==> config.mk <==
export PLATFORM = sky130hd
export DESIGN_NAME = pc_sequencer
export DESIGN_NICKNAME = d
export VERILOG_FILES = /design/src/rtl/pc_sequencer.sv
export SDC_FILE = /design/constraint.sdc
export NUM_CORES = 1
export LEC_CHECK = 0
export ABC_AREA = 1
export CAP_MARGIN = 20
export CORE_ASPECT_RATIO = 0.7
export CORE_MARGIN = 2
export CORE_UTILIZATION = 57
export CTS_CLUSTER_DIAMETER = 100
export CTS_CLUSTER_SIZE = 40
export DETAILED_ROUTE_END_ITERATION = 6
export MAX_ROUTING_LAYER = met4
export PLACE_DENSITY = 0.89
export RECOVER_POWER = 50
export SYNTH_ARGS = -nofsm -noshare
export SYNTH_HDL_FRONTEND = slang
export SYNTH_SLANG_ARGS = --single-unit
==> constraint.sdc <==
create_clock -name clk -period 6.8 [get_ports clk]
set_clock_uncertainty 0.2 [all_clocks]
set_input_delay 1.02 -clock clk [delete_from_list [all_inputs] [get_ports clk]]
set_output_delay 1.02 -clock clk [all_outputs]
set_load 0.1 [all_outputs]
==> src/rtl/pc_sequencer.sv <==
// pc_sequencer: program-counter sequencer with boot, redirect-flush and halt
// handling. It selects the next PC (JALR > JAL > branch > pc+4), detects
// misaligned taken targets, captures the trap PC and counts retired
// instructions.
module pc_sequencer #(
  parameter logic [31:0] RESET_PC     = 32'h0000_0000,
  // Value retire_cnt takes on reset; non-zero values let a bench reach the wrap point quickly.
  parameter logic [31:0] RETIRE_RESET = 32'h0000_0000
) (
  input  logic        clk,
  input  logic        rst,
  input  logic        stall,
  input  logic        BrTaken,
  input  logic        Jump,
  input  logic        Jalr,
  input  logic [31:0] imm,
  input  logic [31:0] rs1_val,
  input  logic        halt_req,
  input  logic        resume,
  output logic [31:0] pc,
  output logic [31:0] pc_plus4,
  output logic        fetch_valid,
  output logic        flush,
  output logic        misalign,
  output logic [31:0] trap_pc,
  output logic [1:0]  state,
  output logic [31:0] retire_cnt
);

  typedef enum logic [1:0] {
    ST_BOOT  = 2'b00,
    ST_RUN   = 2'b01,
    ST_FLUSH = 2'b10,
    ST_HALT  = 2'b11
  } state_e;

  state_e      state_q, state_d;
  logic [31:0] pc_q, pc_d;
  logic [31:0] trap_pc_q, trap_pc_d;
  logic [31:0] retire_cnt_q, retire_cnt_d;
  logic        misalign_q, misalign_d;
  logic        fetch_valid_q, fetch_valid_d;
  logic        flush_q, flush_d;

  logic        fire_s;
  logic        taken_s;
  logic [31:0] jalr_sum_s;
  logic [31:0] target_s;
  logic [31:0] pc_plus4_s;

  // Next-PC candidates and fire/taken qualification for the current instruction.
  always_comb begin
    pc_plus4_s = pc_q + 32'd4;
    jalr_sum_s = rs1_val + imm;
    fire_s     = (state_q == ST_RUN) && !stall;
    taken_s    = Jalr || Jump || BrTaken;
    if (Jalr) begin
      target_s = {jalr_sum_s[31:1], 1'b0};
    end else if (Jump || BrTaken) begin
      target_s = pc_q + imm;
    end else begin
      target_s = pc_plus4_s;
    end
  end

  // Sequencer next-state: a misaligned redirect outranks a halt request, which outranks a redirect.
  always_comb begin
    state_d      = state_q;
    pc_d         = pc_q;
    trap_pc_d    = trap_pc_q;
    retire_cnt_d = retire_cnt_q;
    misalign_d   = misalign_q;
    case (state_q)
      ST_BOOT: begin
        state_d = ST_RUN;
      end
      ST_RUN: begin
        if (fire_s) begin
          if (taken_s && (target_s[1:0] != 2'b00)) begin
            trap_pc_d  = pc_q;
            misalign_d = 1'b1;
            state_d    = ST_HALT;
          end else if (halt_req) begin
            trap_pc_d    = pc_q;
            pc_d         = pc_plus4_s;
            state_d      = ST_HALT;
            retire_cnt_d = retire_cnt_q + 32'd1;
          end else if (taken_s) begin
            pc_d         = target_s;
            state_d      = ST_FLUSH;
            retire_cnt_d = retire_cnt_q + 32'd1;
          end else begin
            pc_d         = pc_plus4_s;
            state_d      = ST_RUN;
            retire_cnt_d = retire_cnt_q + 32'd1;
          end
        end else begin
          state_d = ST_RUN;
        end
      end
      ST_FLUSH: begin
        state_d = ST_RUN;
      end
      ST_HALT: begin
        if (resume) begin
          state_d    = ST_RUN;
          misalign_d = 1'b0;
        end else begin
          state_d = ST_HALT;
        end
      end
      default: begin
        state_d = ST_BOOT;
      end
    endcase
    fetch_valid_d = (state_d == ST_RUN);
    flush_d       = (state_d == ST_FLUSH);
  end

  // State register with synchronous reset; status outputs are registered alongside the state.
  always_ff @(posedge clk) begin
    if (rst) begin
      state_q       <= ST_BOOT;
      pc_q          <= RESET_PC;
      trap_pc_q     <= 32'h0000_0000;
      retire_cnt_q  <= RETIRE_RESET;
      misalign_q    <= 1'b0;
      fetch_valid_q <= 1'b0;
      flush_q       <= 1'b0;
    end else begin
      state_q       <= state_d;
      pc_q          <= pc_d;
      trap_pc_q     <= trap_pc_d;
      retire_cnt_q  <= retire_cnt_d;
      misalign_q    <= misalign_d;
      fetch_valid_q <= fetch_valid_d;
      flush_q       <= flush_d;
    end
  end

  assign pc          = pc_q;
  assign pc_plus4    = pc_plus4_s;
  assign fetch_valid = fetch_valid_q;
  assign flush       = flush_q;
  assign misalign    = misalign_q;
  assign trap_pc     = trap_pc_q;
  assign state       = state_q;
  assign retire_cnt  = retire_cnt_q;

endmodule

Word level (Yosys, flattened, before mapping)
Cells that the tools add are included.

cells by class
  add/subtract/negate cells = 4
  equality and inequality tests = 8
  muxes and demuxes = 16
  bitwise gates (word level) = 1
  reduce and logical (&&, ||, !) cells = 14

operator list
  cell                                                  number
  two-way mux 32 bit                                    6
  adder 32 bit                                          2
  adder 32 x 1 -> 32 bit (second input constant)        1
  adder 32 x 3 -> 32 bit (second input constant)        1
  two-way mux 2 bit                                     5
  equality test 2 bit (second input constant)           3
  one-hot mux 2 bit (3 select lines)                    1
  AND reduction 3 bit                                   2
  nonzero test 2 bit                                    3
  equality test 2 x 1 -> 1 bit (second input constant)  2
  != test 2 bit (second input constant)                 2
  AND reduction 4 bit                                   1
  logical OR 1 bit                                      3
  two-way mux 1 bit                                     3
  logical AND 1 bit                                     2
  logical NOT 2 bit                                     1
  != test 2 x 1 -> 1 bit (second input constant)        1
  one-hot mux 1 bit (2 select lines)                    1
  OR reduction 2 bit                                    1
  logical NOT 1 bit                                     1
  NOT 1 bit                                             1

word-level totals
  flip-flop bits (word level) = 101
  input bits = 72
  output and inout bits = 133
  word-level logic and storage cells = 50

Depth between registers and ports, before layout
Gate-level depths: netlist of the first run.

  depth in word-level cells = 9
  mapped depth = 17
  depth with buffers taken out = 17

Worst setup path after synthesis of the first run
No wires, ideal clock.

  path type = reg2out
  from = reg pc_q[3] (netlist: pc[3])
  to = out pc_plus4[24]
  arrival time = 3.650 ns
  data required time = 5.580 ns
  setup slack = 1.930 ns
  cell stages (with the launch flop) = 7
  path buffers = 0
  cell sequence = dfxtp_1 ha_1 nand2_1 nor3_2 and3_1 nand4_1 xnor2_1

on the way
  longest elaborated chain between the ends = 1

RTL lines
  element                 RTL line  RTL
  from (decl)             38        logic [31:0] pc_q, pc_d;
  from (signal assigned)  132       pc_q <= pc_d;
  adder 32 x 3 -> 32 bit  53        pc_plus4_s = pc_q + 32'd4;
  to (decl)               21        output logic [31:0] pc_plus4,

Every way passes these cells.

Worst setup path after layout of the first run
  from = in Jalr
  to = reg pc_q[23] (netlist: pc[23])

on the way
  longest elaborated chain between the ends = 5
  elaborated cells on any way between the ends = 9
  those cells by class = mux (3); bitwise (1); reduce/logical (5)

RTL lines
  element                                                 RTL line  RTL
  from (decl)                                             15        input logic Jalr,
  two-way mux 32 bit or logical OR 1 bit (tied branches)  57, 56
  nonzero test 2 bit or logical OR 1 bit (tied branches)  79, 56
  logical AND 1 bit                                       79        if (taken_s && (target_s[1:0] != 2'b00)) begin
  NOT 1 bit (no source line)                              --
  AND reduction 3 bit (no source line)                    --

Parallel ways exist; a longest one is shown, timed or not.
A chain may end at the register's enable or synchronous reset.

==> flow_summary.json, run 1 <==
{
  "status": "completed",
  "dp_slack_ns": 2.39,
  "p_leak_uw": 0.00622,
  "clk_root_buffer_cell": "clkbuf_16",
  "powerDensity_mw_per_mm2": 166,
  "setup_slack_ns": 1.42,
  "dpl_cell_area_sq_mm": 0.0121,
  "worst_pin_slew_ns": 1.22,
  "ys_warn_count": 0,
  "finalWirelength_um": 40000,
  "post-cts-setup-buffers": 0,
  "synthCells": 1743,
  "hpwl_um": 31800,
  "drt_iter0_drc": 1831,
  "crit_buf_inv": 6,
  "hp-start": "retire_cnt[31]$_SDFFE_PP0P_",
  "max_freq_ghz": 0.186,
  "clock_latency_ns": 0.36,
  "drive_above_1_share_pct": 2.54,
  "maxCapViolCount": 0,
  "cp.arrival_ns": 5.45,
  "ff2ff_path_depth": 11,
  "start_util_pct": 58.0,
  "routedWlPerCell_um": 18.5,
  "r2r_setup_slack_ns": 3.46,
  "nets": 2061,
  "dieArea_sq_mm": 0.0185,
  "grtUsageTotal_pct": 43.5,
  "slew_violations": 0,
  "syn_to_final_growth_pct": 25.4,
  "critPathCaptureType": "flip-flop",
  "cp_top_family": "buffers and inverters",
  "seq_area_sq_mm": 0.00202,
  "r2r-start": "pc[0]$_SDFFE_PP0P_",
  "fin_crit_sh_pct": 79.1,
  "synthesis.area_sq_mm": 0.00993,
  "finalHoldViolCount": 0,
  "multi_input_area_sq_mm": 0.00682,
  "drc": 0,
  "die_h_um": 114,
  "whs_ns": 0.307,
  "dr.pass1.iters": 7,
  "cts_max_level": 3,
  "hold_depth": 2,
  "crit_required_ns": 6.87,
  "period_needed_ns": 5.38,
  "n_fill_cell": 1485,
  "stdcell_area_sq_mm": 0.0125,
  "cts_tree": "yes",
  "synth_edf_count": 0,
  "path_max_fanout": 58,
  "io_pins": 205,
  "gp_congestion": 1.08,
  "fp-row-count": 40,
  "yosys-top-cells-area": "nand2_1 (21%), dfxtp_1 (20%), inv_1 (9.0%)",
  "port_buffers": 204,
  "synth_top_area_cell": "nand2_1",
  "syn_avg_cell_area_sq_um": 5.70,
  "cts_buffer_depth": 2,
  "vdd.ir_drop.worst_mv": 0.155,
  "grt_max_degree": 59,
  "cpPeakStageDelay_ns": 0.89,
  "hp-class": "flip-flop to flip-flop",
  "synthArstFlopShare_pct": 0,
  "relSlewSlack_pct": 18.6,
  "vias_per_cell": 5.81,
  "ys_ff_latch": 101,
  "start_kind": "input pin",
  "rsz0062_at_grt": "no",
  "vias": 12600,
  "crit_slowest_cell": "clkbuf_1",
  "synth_seq_area_share_pct": 20.4,
  "cts.sinks": 101,
  "fp.dieW_um": 162,
  "crit_chain": "dlygate4sd3_1, clkbuf_1, inv_1, nand2_4, inv_2, a21oi_1, nand2_2, inv_2, o21ai_1, inv_1, nand2_1, a21oi_1",
  "cts.clk_slew.worst_paths_ns": 0.08,
  "grt_pass1_vias": 11000,
  "netlist.area_leader.share_pct": 21.1,
  "synth_nets": 1880,
  "core_sq_mm": 0.0171,
  "setup_violations": 0,
  "synth_cell_type_count": 47,
  "hold_end": "retire_cnt[31]$_SDFFE_PP0P_",
  "ant_nets": 0,
  "synth-main-ff-cell": "dfxtp_1",
  "cts_buffers": 9,
  "tns_ns": 0,
  "cts_resized": 0,
  "antenna_found_initial": 0,
  "worstSetupPathType": "input pin to flip-flop",
  "ctsHoldBuffers": 0,
  "gr-total-overflow": 0,
  "grt_pass1_wl_um": 60700,
  "worstReg2RegEnd": "pc[23]$_SDFFE_PP0P_"
}
-- cell type report --
| cell class | count | area share, % |
|---|---|---|
| inverters | 246 | 7.42 |
| diodes | 1 | 0.0201 |
| clock buffers | 9 | 1.81 |
| flip-flops and latches | 101 | 16.2 |
| multi-input cells | 1357 | 54.8 |
| clock inverters | 7 | 0.754 |
| well taps | 231 | 2.32 |
| repair buffers | 209 | 16.6 |
-- worst max path at each step --
stage                                   from                  endpoint  cells past startpoint
final                                   Jalr       pc[23]$_SDFFE_PP0P_                     12
after global routing                    Jalr       pc[14]$_SDFFE_PP0P_                     12
after CTS                 pc[3]$_SDFFE_PP0P_              pc_plus4[24]                      7
after detailed placement                Jalr  trap_pc[28]$_SDFFE_PP0P_                     11
after global placement                  Jalr  trap_pc[10]$_SDFFE_PP0P_                     11
after floorplan           pc[3]$_SDFFE_PP0P_              pc_plus4[24]                      6
-- worst min-delay path: stages, from the launching register on --
cell     delay, ns
dfxtp_1       0.34
nand2_1       0.07
a21oi_1       0.06
-- Yosys cell counts (3+ instances only) --
library cell / number
nand2_1: 557
inv_1: 239
nor2_1: 186
a21oi_1: 142
nand3_1: 113
dfxtp_1: 101
o21ai_0: 86
ha_1: 63
xor2_1: 43
nor3_1: 31
clkbuf_1: 26
nand4_1: 26
o21ai_1: 17
o21bai_1: 12
xnor2_1: 12
buf_2: 8
nor4_1: 8
nand3b_1: 7
a31oi_1: 6
nor3_2: 6
or2_2: 6
o211ai_1: 5
buf_4: 4
inv_2: 4
nor2_2: 4
and2_1: 3
clkinv_1: 3
-- report_power, final --
part	internal (uW)	switching, uW
clock network	268	276
logic	232	639
registers	618	39.0
-- logic make-up (layout without fill, tap and decap cells) --
| group | count (synthesis) | after routing | share of synthesized area, % |
|---|---|---|---|
| other cells | 0 | 1 | 0 |
| xor+xnor | 57 | 57 | 5.18 |
| fa+ha+maj | 65 | 65 | 8.34 |
| flops | 101 | 101 | 20.4 |
| compound gates | 281 | 281 | 15.1 |
| buf+inv | 285 | 471 | 11.0 |
| simple gates | 954 | 954 | 40.0 |
-- cells in the final DEF (no fill, tap or decap), types with 2 or more instances in the layout --
cell type        netlist  routed
nand4_1               26      26
nor3_1                31      31
dlygate4sd3_1          0     106
a21oi_1              142     142
ha_1                  63      63
a31oi_1                6       6
o21bai_1              12      12
o211ai_1               5       5
or2_2                  6       6
clkinv_8               0       3
dfxtp_1              101     101
and3_1                 2       2
clkdlybuf4s50_1        0      97
xnor2_1               12      12
o21ai_1               17      17
inv_1                239     240
nor2_2                 4       5
and2_1                 3       3
nand3_1              113     113
a21boi_0               2       2
xor2_1                43      43
inv_6                  0       2
clkinv_1               3       3
nand3b_1               7       7
inv_2                  4       3
nor2_1               186     185
o21ai_0               86      86
clkbuf_16              0       9
o21a_1                 2       2
buf_4                  4       4
nor4_1                 8       8
fa_1                   2       2
nor3_2                 6       6
nand2_1              557     557
xnor2_2                2       2
-- metrics by stage --
step	utilization, %	power [uW]	std cells
floorplan	-	1270	1743
global placement	70.9	1510	2144
detailed placement	70.9	1520	2144
CTS	72.8	2060	2160
global route	72.7	2160	2160
finish	72.7	2070	2161
-- metal layers --
| metal | wire [um] | share of wire [%] | global-route usage, % |
|---|---|---|---|
| met3 | 6480 | 16 | 16.0 |
| met4 | 645 | 1.6 | 6.37 |
| met1 | 17700 | 44 | 63.4 |
| met5 | 0 | 0 | - |
| met2 | 15200 | 38 | 57.5 |
-- flip-flops by register name, summed over array words and instances (netlist names) --
signal       flops
retire_cnt      32
state            2
flush            1
misalign         1
trap_pc         32
pc              32
fetch_valid      1
(Power assumes the default switching activity.)
==> run 2: changes to the inputs <==
--- a/config.mk
+++ b/config.mk
@@ -9,12 +9,12 @@
 export CAP_MARGIN = 20
 export CORE_ASPECT_RATIO = 0.7
 export CORE_MARGIN = 2
-export CORE_UTILIZATION = 57
+export CORE_UTILIZATION = 48
 export CTS_CLUSTER_DIAMETER = 100
 export CTS_CLUSTER_SIZE = 40
 export DETAILED_ROUTE_END_ITERATION = 6
 export MAX_ROUTING_LAYER = met4
-export PLACE_DENSITY = 0.89
+export PLACE_DENSITY = 0.8
 export RECOVER_POWER = 50
 export SYNTH_ARGS = -nofsm -noshare
 export SYNTH_HDL_FRONTEND = slang
==> constraint.sdc (replaced) <==
create_clock -name clk -period 4.5 [get_ports clk]
set_clock_uncertainty 0.2 [all_clocks]
set_input_delay 0.675 -clock clk [delete_from_list [all_inputs] [get_ports clk]]
set_output_delay 0.675 -clock clk [all_outputs]
set_load 0.1 [all_outputs]
==> run 2 against run 1 <==
Against the previous run: clock power increased by 43%; design area increased by 0.10%; combinational power increased by 52%; cell count increased by 2.0%; critical path depth decreased by 1; via count decreased by 1.2%; global-route usage decreased by 4.3 points; worst setup slack got worse by 0.82 ns; first-iteration DRC count decreased by 7.2%; wire length increased by 5.4%.
==> flow_summary.json, run 2 (synthesis results as in run 1) <==
{
  "status": "completed",
  "die_h_um": 124,
  "dieArea_sq_mm": 0.0219,
  "setup_violations": 0,
  "nets": 2067,
  "cts_buffer_depth": 2,
  "post-cts-setup-buffers": 0,
  "place_inst": 2189,
  "path_common_cell": "buf_4",
  "rsz0062_at_grt": "no",
  "finalHoldViolCount": 0,
  "crit_required_ns": 4.53,
  "drc": 0,
  "gp_congestion": 1.07,
  "cts_resized": 0,
  "cts.clk_slew.worst_paths_ns": 0.07,
  "ant_nets": 0,
  "num_antenna_cells": 0,
  "syn_to_final_growth_pct": 25.5,
  "period_needed_ns": 3.90,
  "cpPeakStageDelay_ns": 0.94,
  "vias_per_cell": 5.62,
  "p_leak_uw": 0.00627,
  "worstSetupPathType": "input pin to flip-flop",
  "fin_cells": 2205,
  "cts_buffers": 9,
  "dpl_cell_area_sq_mm": 0.0122,
  "clock_latency_ns": 0.36,
  "grt_pass1_vias": 11000,
  "fp-row-count": 43,
  "crit_buf_inv": 5,
  "hpwl_um": 34200,
  "antenna_found_initial": 0,
  "power.total_uw": 3090,
  "dr.pass1.iters": 6,
  "grtUsageTotal_pct": 39.2,
  "final_common_cell": "nand2_1",
  "grt_pass1_wl_um": 64200,
  "start_kind": "input pin",
  "hp-class": "flip-flop to flip-flop",
  "gr-total-overflow": 0,
  "stdcell_area_sq_mm": 0.0125,
  "relSlewSlack_pct": 15.7,
  "maxCapViolCount": 0,
  "worst_pin_slew_ns": 1.27,
  "grt_max_degree": 54,
  "start_util_pct": 49.5,
  "io_pins": 205,
  "vdd.ir_drop.worst_mv": 0.267,
  "cp.arrival_ns": 3.93,
  "finalWirelength_um": 42200,
  "critPathCaptureType": "flip-flop",
  "fin_crit_sh_pct": 86.7,
  "final_util_pct": 62.1,
  "multi_input_area_sq_mm": 0.00684,
  "crit_chain": "dlygate4sd3_1, clkbuf_1, nor2_1, nor2_2, buf_4, inv_1, buf_4, o21ai_0, nand3_1, nand2_1, a21oi_1",
  "drt_iter0_drc": 1699,
  "cts_max_level": 3,
  "ctsHoldBuffers": 0,
  "path_max_fanout": 22,
  "max_freq_ghz": 0.256,
  "cts.sinks": 101,
  "cts_tree": "yes",
  "drive_above_1_share_pct": 4.29,
  "vias": 12400,
  "port_buffers": 204,
  "core_sq_mm": 0.0201,
  "fp.dieW_um": 176,
  "tns_ns": 0,
  "seq_area_sq_mm": 0.00202,
  "routedWlPerCell_um": 19.1,
  "slew_violations": 0,
  "cp_top_family": "buffers and inverters",
  "crit_slowest_cell": "clkbuf_1",
  "n_fill_cell": 1960,
  "powerDensity_mw_per_mm2": 248,
  "clk_root_buffer_cell": "clkbuf_16",
  "final_cell_mix": "nand2_1 (557), inv_1 (239), nor2_1 (185)"
}
[run 2: changes by cell type in the layout (fill, tap and decap cells not counted), sizes merged]
cell,change
clkinv,+1
clkbuf,+2
dlygate4sd3,-8
inv,-1
diode,-1
buf,+30
clkdlybuf4s50,-18
[run 2: report_power, final]
group	internal (uW)	switching, uW	leakage (uW)
sequential	933	60.9	0.000821
clock	386	392	0.000144
combinational	353	967	0.00531
total	1670	1420	0.00627
[run 2: layout make-up]
class	count	share of cell area (%)
Clock inverter	7	0.472
Inverter	246	7.41
Clock buffer	9	1.81
Sequential cell	101	16.2
Tap cell	270	2.71
Multi-Input combinational cell	1357	54.9
Timing Repair Buffer	215	16.5
[run 2: worst min-delay path, cell delays in order, from the launching register on]
cell and delay, ns:
dfxtp_1 0.33, nand2_1 0.07, a21oi_1 0.06
[run 2: final timing paths]
kind | from | end | slack, ns | cells past startpoint
max | Jalr | pc[25]$_SDFFE_PP0P_ | 0.60 | 11
min | retire_cnt[31]$_SDFFE_PP0P_ | retire_cnt[31]$_SDFFE_PP0P_ | 0.30 | 2
max reg2reg | pc[0]$_SDFFE_PP0P_ | retire_cnt[11]$_SDFFE_PP0P_ | 1.20 | 13
min reg2reg | retire_cnt[31]$_SDFFE_PP0P_ | retire_cnt[31]$_SDFFE_PP0P_ | 0.30 | 2
[run 2: per-stage QoR]
| stage | worst slack [ns] | hold slack [ns] |
|---|---|---|
| after floorplan | 0.0734 | 0.594 |
| after global placement | 0.810 | 0.287 |
| after detailed placement | 0.697 | 0.297 |
| after CTS | 0.914 | 0.305 |
| after global routing | 0.418 | 0.312 |
| final | 0.598 | 0.304 |
[run 2: layer usage]
layer	GRT usage (%)	part of all wire, %
met1	59.8	46
met2	50.2	37
met3	12.3	15
met4	5.30	1.3
met5	-	0
==> run 3: changes to the inputs <==
--- a/config.mk
+++ b/config.mk
@@ -5,11 +5,10 @@
 export SDC_FILE = /design/constraint.sdc
 export NUM_CORES = 1
 export LEC_CHECK = 0
-export ABC_AREA = 1
 export CAP_MARGIN = 20
 export CORE_ASPECT_RATIO = 0.7
 export CORE_MARGIN = 2
-export CORE_UTILIZATION = 48
+export CORE_UTILIZATION = 46
 export CTS_CLUSTER_DIAMETER = 100
 export CTS_CLUSTER_SIZE = 40
 export DETAILED_ROUTE_END_ITERATION = 6
==> run 3 against run 2 <==
Against the previous run: wire length is 36% lower; first-iteration DRC count is 47% lower; synthesized cell count is 37% lower; worst setup slack worse by 0.17 ns; combinational power is 28% lower; sequential power is 4.8% lower.
==> flow_summary.json, run 3 <==
{
  "power.switching_uw": 1030,
  "tns_ns": 0,
  "fin_cells": 1515,
  "post-synth-top-count-cell": "nand2_1",
  "syn_to_final_growth_pct": 31.5,
  "synth_compound_area_share_pct": 25.0,
  "stdcell_area_sq_mm": 0.0107,
  "synthTopCellsByCount": "nand2_1 (152), a21oi_1 (119), nor2_1 (103)",
  "final_common_cell": "nand2_1",
  "vias": 8899,
  "internal_power_uw": 1670,
  "port_buffers": 204,
  "critPathCaptureType": "output port",
  "finalHoldViolCount": 0,
  "routedWlPerCell_um": 17.9,
  "clock_latency_ns": 0.35,
  "grtUsageTotal_pct": 28.9,
  "fp-row-count": 40,
  "crit_buf_inv": 1,
  "synth_seq_area_share_pct": 24.8,
  "cts.clk_slew.worst_paths_ns": 0.07,
  "clk_root_buffer_cell": "clkbuf_16",
  "crit_slowest_cell": "dfxtp_1",
  "cts_max_level": 3,
  "core_sq_mm": 0.0173,
  "crit_chain": "ha_1, and3_1, nand3_2, or2_2, nor3_1, xor2_2, buf_4",
  "period_needed_ns": 4.07,
  "max_freq_ghz": 0.245,
  "yosys.area_share.simple_pct": 24.5,
  "start_kind": "flip-flop",
  "rsz0062_at_grt": "no",
  "drt_iter0_drc": 906,
  "yosys-top-cells-area": "dfxtp_1 (25%), ha_1 (9.7%), a21oi_1 (7.3%)",
  "synth_edf_count": 0,
  "fp.dieW_um": 163,
  "dpl_cell_area_sq_mm": 0.0104,
  "dieArea_sq_mm": 0.0188,
  "hp-class": "flip-flop to flip-flop",
  "synth_cell_type_count": 80,
  "slew_violations": 0,
  "n_fill_cell": 1580,
  "cts_buffers": 9,
  "start_util_pct": 47.3,
  "synth_top_family_by_area": "compound AO/OA/AOI/OAI gates",
  "synthesis.area_sq_mm": 0.00816,
  "place_inst": 1498,
  "synthCells": 1095,
  "p_leak_uw": 0.00449,
  "cts_resized": 0,
  "vdd.ir_drop.worst_mv": 0.224,
  "dr.pass1.iters": 6,
  "ys_warn_count": 0,
  "maxCapViolCount": 0,
  "worstSetupPathType": "flip-flop to output port",
  "status": "completed",
  "crit_required_ns": 3.62,
  "synth_top_area_cell": "dfxtp_1",
  "netlist.area_leader.share_pct": 24.8,
  "final_util_pct": 62.2,
  "drive_above_1_share_pct": 7.79,
  "antenna_found_initial": 0,
  "seq_power_share_pct": 35.0,
  "final_cell_mix": "nand2_1 (152), a21oi_1 (118), dlygate4sd3_1 (107)",
  "ctsHoldBuffers": 0,
  "gr-total-overflow": 0,
  "path_max_fanout": 9,
  "cp.arrival_ns": 3.20,
  "synth_nets": 1232,
  "cp_top_family": "simple AND/OR/NAND/NOR gates",
  "gp_congestion": 1.01,
  "synth-main-ff-cell": "dfxtp_1",
  "whs_ns": 0.251,
  "cts_buffer_depth": 2,
  "io_pins": 205,
  "worst_pin_slew_ns": 1.16,
  "die_h_um": 115,
  "synth_xor_area_share_pct": 10.9,
  "hpwl_um": 21000,
  "setup_violations": 0,
  "vias_per_cell": 5.87,
  "relSlewSlack_pct": 23.0,
  "p_sw_share_pct": 38.3,
  "cts.sinks": 101,
  "synthAdderAreaFrac_pct": 10.1,
  "synth_mux_area_share_pct": 0.521,
  "drc": 0,
  "grt_pass1_wl_um": 42300,
  "grt_max_degree": 71,
  "cts_tree": "yes",
  "nets": 1415,
  "powerDensity_mw_per_mm2": 252,
  "cpPeakStageDelay_ns": 0.58,
  "synthArstFlopShare_pct": 0,
  "fin_crit_sh_pct": 90.5,
  "ys_ff_latch": 101,
  "post-cts-setup-buffers": 0,
  "finalWirelength_um": 27100,
  "syn_avg_cell_area_sq_um": 7.45,
  "ant_nets": 0,
  "grt_pass1_vias": 8051,
  "comb_power_share_pct": 35.0,
  "clkPwrFrac_pct": 30.0
}
==> run 3: through the flow <==
step	setup WS [ns]	power, uW
2_1_floorplan	-0.310	1630
3_3_place_gp	0.443	1900
3_5_place_dp	0.389	1900
4_1_cts	0.453	2710
5_1_grt	0.278	2800
6_report	0.426	2700
==> run 3: worst min-delay path, delay by kind of cell (launching register included) <==
kind             cells  cell delay (ns)
AO/OA/AOI/OAI        1             0.05
AND/OR/NAND/NOR      1             0.05
flip-flops           1             0.31
==> run 3: power by group through the flow <==
| stage | Sequential [uW] | Combinational, uW | Clock (uW) |
|---|---|---|---|
| 2_1_floorplan | 1090 | 539 | 0 |
| 3_3_place_gp | 966 | 930 | 0 |
| 3_5_place_dp | 967 | 936 | 0 |
| 4_1_cts | 946 | 940 | 819 |
| 5_1_grt | 948 | 1010 | 850 |
| 6_report | 946 | 945 | 812 |
==> run 3: cell families after synthesis <==
logic type	Yosys count
simple gates	424
compound gates	320
xor+xnor	101
flops	101
buf+inv	80
fa+ha+maj	65
mux	4
==> run 3: per-layer routing <==
layer / global-route usage [%] / vias to the layer above / routed length, um
li1: - / 4318 / -
met1: 41.4 / 4138 / 12700
met2: 43.0 / 408 / 11700
met3: 4.62 / 35 / 2330
met4: 5.90 / 0 / 371
met5: - / - / 0
==> run 3: final cells by class <==
cell class / count / area (sq um) / area share, %
multi-input cells: 914 / 5890 / 54.9
repair buffers: 225 / 2120 / 19.7
flip-flops and latches: 101 / 2020 / 18.8
well taps: 231 / 289 / 2.69
clock buffers: 9 / 225 / 2.10
inverters: 27 / 101 / 0.944
clock inverters: 7 / 81.3 / 0.758
diodes: 1 / 2.50 / 0.0233
==> run 3: final timing paths <==
| check | startpoint | end | slack (ns) | depth (start not counted) |
|---|---|---|---|---|
| min | trap_pc[19]$_SDFFE_PP0P_ | trap_pc[19]$_SDFFE_PP0P_ | 0.25 | 2 |
| min reg2reg | trap_pc[19]$_SDFFE_PP0P_ | trap_pc[19]$_SDFFE_PP0P_ | 0.25 | 2 |
| max | pc[2]$_SDFFE_PP0P_ | pc_plus4[22] | 0.43 | 7 |
| max reg2reg | pc[0]$_SDFFE_PP0P_ | pc[30]$_SDFFE_PP0P_ | 1.04 | 12 |
